## src/rtl/mem_write_buffer.sv

```systemverilog
// In-order store buffer in front of a single-write-port array, with optional
// read forwarding of pending writes (enabled by MEM_WRITE_BUFFER_BYPASS_EN).
module mem_write_buffer #(
    parameter int ADDR_SIZE = 4,
    parameter int BYTE_SIZE = 8,
    parameter int DEPTH     = 4,
    parameter int LOG_DEPTH = 2
) (
    input  logic                 clock,
    input  logic                 reset,
    input  logic                 in_valid,
    output logic                 in_ready,
    input  logic [ADDR_SIZE-1:0] in_addr,
    input  logic [BYTE_SIZE-1:0] in_data,
    input  logic                 hold,
    output logic                 mem_wen,
    output logic [ADDR_SIZE-1:0] mem_waddr,
    output logic [BYTE_SIZE-1:0] mem_wdata,
    input  logic [ADDR_SIZE-1:0] raddr1,
    input  logic [ADDR_SIZE-1:0] raddr2,
    input  logic [BYTE_SIZE-1:0] mem_rdata1,
    input  logic [BYTE_SIZE-1:0] mem_rdata2,
    output logic [BYTE_SIZE-1:0] rdata1,
    output logic [BYTE_SIZE-1:0] rdata2,
    output logic [LOG_DEPTH:0]   count,
    output logic                 empty
);

    localparam logic [LOG_DEPTH:0] FULL_COUNT = (LOG_DEPTH+1)'(DEPTH);

    logic [ADDR_SIZE-1:0] addr_mem [DEPTH];
    logic [BYTE_SIZE-1:0] data_mem [DEPTH];

    logic [LOG_DEPTH-1:0] head_reg, head_next;
    logic [LOG_DEPTH-1:0] tail_reg, tail_next;
    logic [LOG_DEPTH:0]   count_reg, count_next;
    logic                 push;
    logic                 pop;

    assign in_ready  = !reset && (count_reg != FULL_COUNT);
    assign mem_wen   = !reset && (count_reg != '0) && !hold;
    assign push      = in_valid && in_ready;
    assign pop       = mem_wen;
    assign mem_waddr = addr_mem[head_reg];
    assign mem_wdata = data_mem[head_reg];
    assign count     = count_reg;
    assign empty     = (count_reg == '0);

    always_comb begin
        head_next  = head_reg;
        tail_next  = tail_reg;
        count_next = count_reg;
        if (push) begin
            tail_next = tail_reg + 1'b1;
        end
        if (pop) begin
            head_next = head_reg + 1'b1;
        end
        if (push && !pop) begin
            count_next = count_reg + 1'b1;
        end else if (pop && !push) begin
            count_next = count_reg - 1'b1;
        end
    end

    always_ff @(posedge clock) begin
        if (reset) begin
            head_reg  <= '0;
            tail_reg  <= '0;
            count_reg <= '0;
        end else begin
            head_reg  <= head_next;
            tail_reg  <= tail_next;
            count_reg <= count_next;
        end
    end

    // Payload storage carries no reset; occupancy is tracked by count_reg alone.
    always_ff @(posedge clock) begin
        if (push) begin
            addr_mem[tail_reg] <= in_addr;
            data_mem[tail_reg] <= in_data;
        end
    end

`ifdef MEM_WRITE_BUFFER_BYPASS_EN
    logic [DEPTH-1:0]     match1;
    logic [DEPTH-1:0]     match2;
    logic [LOG_DEPTH-1:0] slot [DEPTH];
    logic [BYTE_SIZE-1:0] fwd_data [DEPTH];

    // Index by age (0 = head, oldest) so the highest matching index is the youngest.
    for (genvar gi = 0; gi < DEPTH; gi++) begin : g_age
        logic occupied;
        assign slot[gi]     = head_reg + LOG_DEPTH'(gi);
        assign occupied     = (LOG_DEPTH+1)'(gi) < count_reg;
        assign match1[gi]   = occupied && (addr_mem[slot[gi]] == raddr1);
        assign match2[gi]   = occupied && (addr_mem[slot[gi]] == raddr2);
        assign fwd_data[gi] = data_mem[slot[gi]];
    end

    always_comb begin
        rdata1 = mem_rdata1;
        rdata2 = mem_rdata2;
        for (int i = 0; i < DEPTH; i++) begin
            if (match1[i]) begin
                rdata1 = fwd_data[i];
            end
            if (match2[i]) begin
                rdata2 = fwd_data[i];
            end
        end
    end
`else
    assign rdata1 = mem_rdata1;
    assign rdata2 = mem_rdata2;
`endif

endmodule

```

## config.mk

```make
export PLATFORM = sky130hd
export DESIGN_NAME = mem_write_buffer
export DESIGN_NICKNAME = d
export VERILOG_FILES = /design/src/rtl/mem_write_buffer.sv
export SDC_FILE = /design/constraint.sdc
export NUM_CORES = 1
export LEC_CHECK = 0
export CORE_ASPECT_RATIO = 0.6
export CORE_MARGIN = 2
export CORE_UTILIZATION = 43
export CTS_BUF_LIST = sky130_fd_sc_hd__clkbuf_2
export CTS_CLUSTER_SIZE = 28
export DETAILED_ROUTE_END_ITERATION = 8
export PLACE_DENSITY = 0.83
export SKIP_CTS_REPAIR_TIMING = 1
export SYNTH_ARGS = -nofsm -noshare
export SYNTH_HDL_FRONTEND = slang
export SYNTH_SLANG_ARGS = --single-unit
export TNS_END_PERCENT = 1
```

## constraint.sdc

```tcl
create_clock -name clock -period 2.29 [get_ports clock]
set_clock_uncertainty 0.1 [all_clocks]
set_input_delay 0.229 -clock clock [delete_from_list [all_inputs] [get_ports clock]]
set_output_delay 0.229 -clock clock [all_outputs]
set_load 0.05 [all_outputs]
```

==> out/qor.yml <==
route:
  firstDrtPassIters: 4
  drt-total-wl_um: 4110
  drt_iter0_markers: 57
  wl_per_cell_um: 18.0
  vias_per_cell: 5.13
  remaining_drc_errors: 0
  ant_nets: 0
  via_count: 1169
layout:
  largest_reg_flops: 32
  antenna_cells: 0
  fillCellCount: 416
  drive_gt1_frac: 0.364
  nets: 203
  area_growth_pct: 17.3
  layout.area.seq_um2: 1630
  multi_input_area_um2: 589
  post-route-util: 0.532
critical_path:
  reg2reg_to: "count[2]$_SDFFE_PP0P_"
  cp.required_ns: 2.58
  rr_worst_depth: 8
  critical_path_class: "flop to flop"
  reg2reg_setup_slack_ns: 0.06
  worstSetupEndpoint: "count[2]$_SDFFE_PP0P_"
  setup.worst_path.end_class: "flop"
  arrival_ns: 2.52
  cp_max_fo: 6
  crit_start: "count[2]$_SDFFE_PP0P_"
  rr_startpoint: "count[2]$_SDFFE_PP0P_"
  cp-start-kind: "flop"
power:
  power_density_nw_per_um2: 1060
  finalPower_uw: 2890
  switching_share: 0.380
  clkPwrFrac: 0.158
  p_seq_frac: 0.457
  leakage_uw: 0.000950
  peakVddDrop_mv: 0.515
  switchingPower_uw: 1100
  p_comb_frac: 0.385
  p_int_uw: 1800
global_routing:
  grt_use_total: 0.157
  overflow: 0
  grt_antenna_before_repair: 0
  grt_max_degree: 13
  grt_pass1_wl_um: 6430
  grt_pass1_vias: 1282
flow_run:
  drv_cap: 0
clock_tree:
  cts_buffers: 9
  insertion_delay_ns: 0.45
  path_clk_slew_ns: 0.14
  cts_num_sinks: 57
  cts.path.max_buffers: 2
  htree_levels: 3
  cts_tree: "built"
  cts-root-buf: "clkbuf_2"
sta:
  fin_crit_sh: 0.973
  holdWs_ns: 0.306
  hold_viol: 0
  slew_headroom: 0.598
  min_period_ns: 2.23
  rsz0062_at_grt: "true"
  setup_viol: 0
  tightest_slew_ns: 0.602
  slew_viol_final: 0
  max_freq_mhz: 449
hold_path:
  hold_class: "input pin to flop"
floorplanning:
  die_w_um: 99.2
  dieHeight_um: 61.1
  initial_core_util: 0.453
  rows: 20
  pin_count: 74
  core-area_um2: 5150
  design.die.area_um2: 6060
logic_synthesis:
  synth_fp_nets: 173
  yosysUniqueCellTypes: 21
  syn_inst: 127
  yosysWarnings: 0
  synth_area_per_cell_um2: 18.4
  netlist_area_um2: 2340
  ys_seq_area_frac: 0.694
  synth_seq_cells: 57
placed_design:
  portBuffers: 33
  dpl.hpwl_um: 2820
  finalWeightedCongestion: 0.750
status:
  outcome: "complete, no violations"
[synthesized netlist by cell type]
| cell type | instances | area (µm²) |
|---|---|---|
| nand2b_1 | 2 | 12.5 |
| nor3b_4 | 1 | 18.8 |
| xor2_1 | 2 | 17.5 |
| or3_1 | 4 | 25.0 |
| a21oi_1 | 4 | 20.0 |
| edfxtp_1 | 48 | 1440 |
| fa_1 | 1 | 20.0 |
| ha_1 | 5 | 62.6 |
| nor2_1 | 4 | 15.0 |
| nor3_2 | 1 | 10.0 |
| dfxtp_1 | 9 | 180 |
| mux4_2 | 12 | 270 |
| mux2_4 | 1 | 15.0 |
| buf_4 | 17 | 128 |
| buf_1 | 1 | 3.75 |
| and2_2 | 4 | 30.0 |
| mux2i_1 | 2 | 20.0 |
| inv_1 | 4 | 15.0 |
| o21ai_0 | 3 | 15.0 |
| clkbuf_1 | 1 | 3.75 |
| nor3b_2 | 1 | 12.5 |
[metal layers]
| layer | GRT usage | vias to the layer above | wire, µm |
|---|---|---|---|
| li1 | - | 531 | - |
| met1 | 0.157 | 596 | 1700 |
| met2 | 0.275 | 32 | 2110 |
| met3 | 0.0829 | 10 | 232 |
| met4 | 0.0841 | 0 | 66 |
| met5 | 0 | - | 0 |
[critical path, stage by stage, from the launching register on]
cell     delay (ns)
dfxtp_4        0.39
nor3_4         0.31
or3_4          0.19
ha_2           0.18
inv_1          0.06
fa_2           0.33
xor2_1         0.16
or3_4          0.34
a21oi_2        0.11
[worst min path at each step]
| stage | startpoint | end | cells after the start |
|---|---|---|---|
| final | in_data[6] | data_mem[2][6]$_DFFE_PP_ | 1 |
| after global routing | in_addr[2] | addr_mem[1][2]$_DFFE_PP_ | 1 |
| after CTS | in_data[6] | data_mem[2][6]$_DFFE_PP_ | 1 |
| after detailed placement | mem_rdata2[3] | rdata2[3] | 0 |
| after global placement | mem_rdata2[3] | rdata2[3] | 0 |
| after floorplan | in_addr[0] | addr_mem[0][0]$_DFFE_PP_ | 0 |
[layout by cell type (no fill, tap or decap), drive strengths merged, types with 2 or more instances in the layout]
cell            n
clkdlybuf4s50  18
nor3b           2
nor2            4
and2            4
mux2i           2
a21oi           4
edfxtp         48
clkinv          6
ha              5
mux4           12
clkbuf         10
inv             4
xor2            2
buf            19
o21ai           3
dfxtp           9
or3             4
nand2b          2
[area by class of cell]
class | instances | area share
clock buffers | 10 | 0.0183
clock inverters | 6 | 0.00913
inverters | 4 | 0.00548
multi-input cells | 47 | 0.215
flip-flops and latches | 57 | 0.595
well taps | 66 | 0.0301
repair buffers | 38 | 0.127
[stage by stage]
stage | setup TNS (ns) | cells | instance area (µm²) | setup slack [ns]
final | 0 | 228 | 2740 | 0.0621
after detailed placement | -0.137 | 212 | 2650 | -0.0879
after global placement | 0 | 212 | 2650 | 0.0268
after floorplan | -0.153 | 127 | 2360 | -0.153
after CTS | -0.132 | 228 | 2720 | -0.132
after global routing | -0.0254 | 228 | 2740 | -0.0254
[power groups by stage]
stage	registers (µW)	clock network, µW	logic (µW)
after floorplan	1400	0	776
after detailed placement	1350	0	1100
after global routing	1340	527	1180
final	1320	457	1120
after global placement	1330	0	1060
after CTS	1320	475	1110
[cells by family after synthesis]
family	after synthesis	share of synthesized area
AO/OA/AOI/OAI	7	0.0150
XOR/XNOR	2	0.00750
adder cells (fa/ha/maj)	6	0.0354
buffers and inverters	23	0.0643
flip-flops	57	0.694
multiplexers	15	0.131
AND/OR/NAND/NOR	17	0.0530
Note: power is estimated with default switching activity, not from simulation.
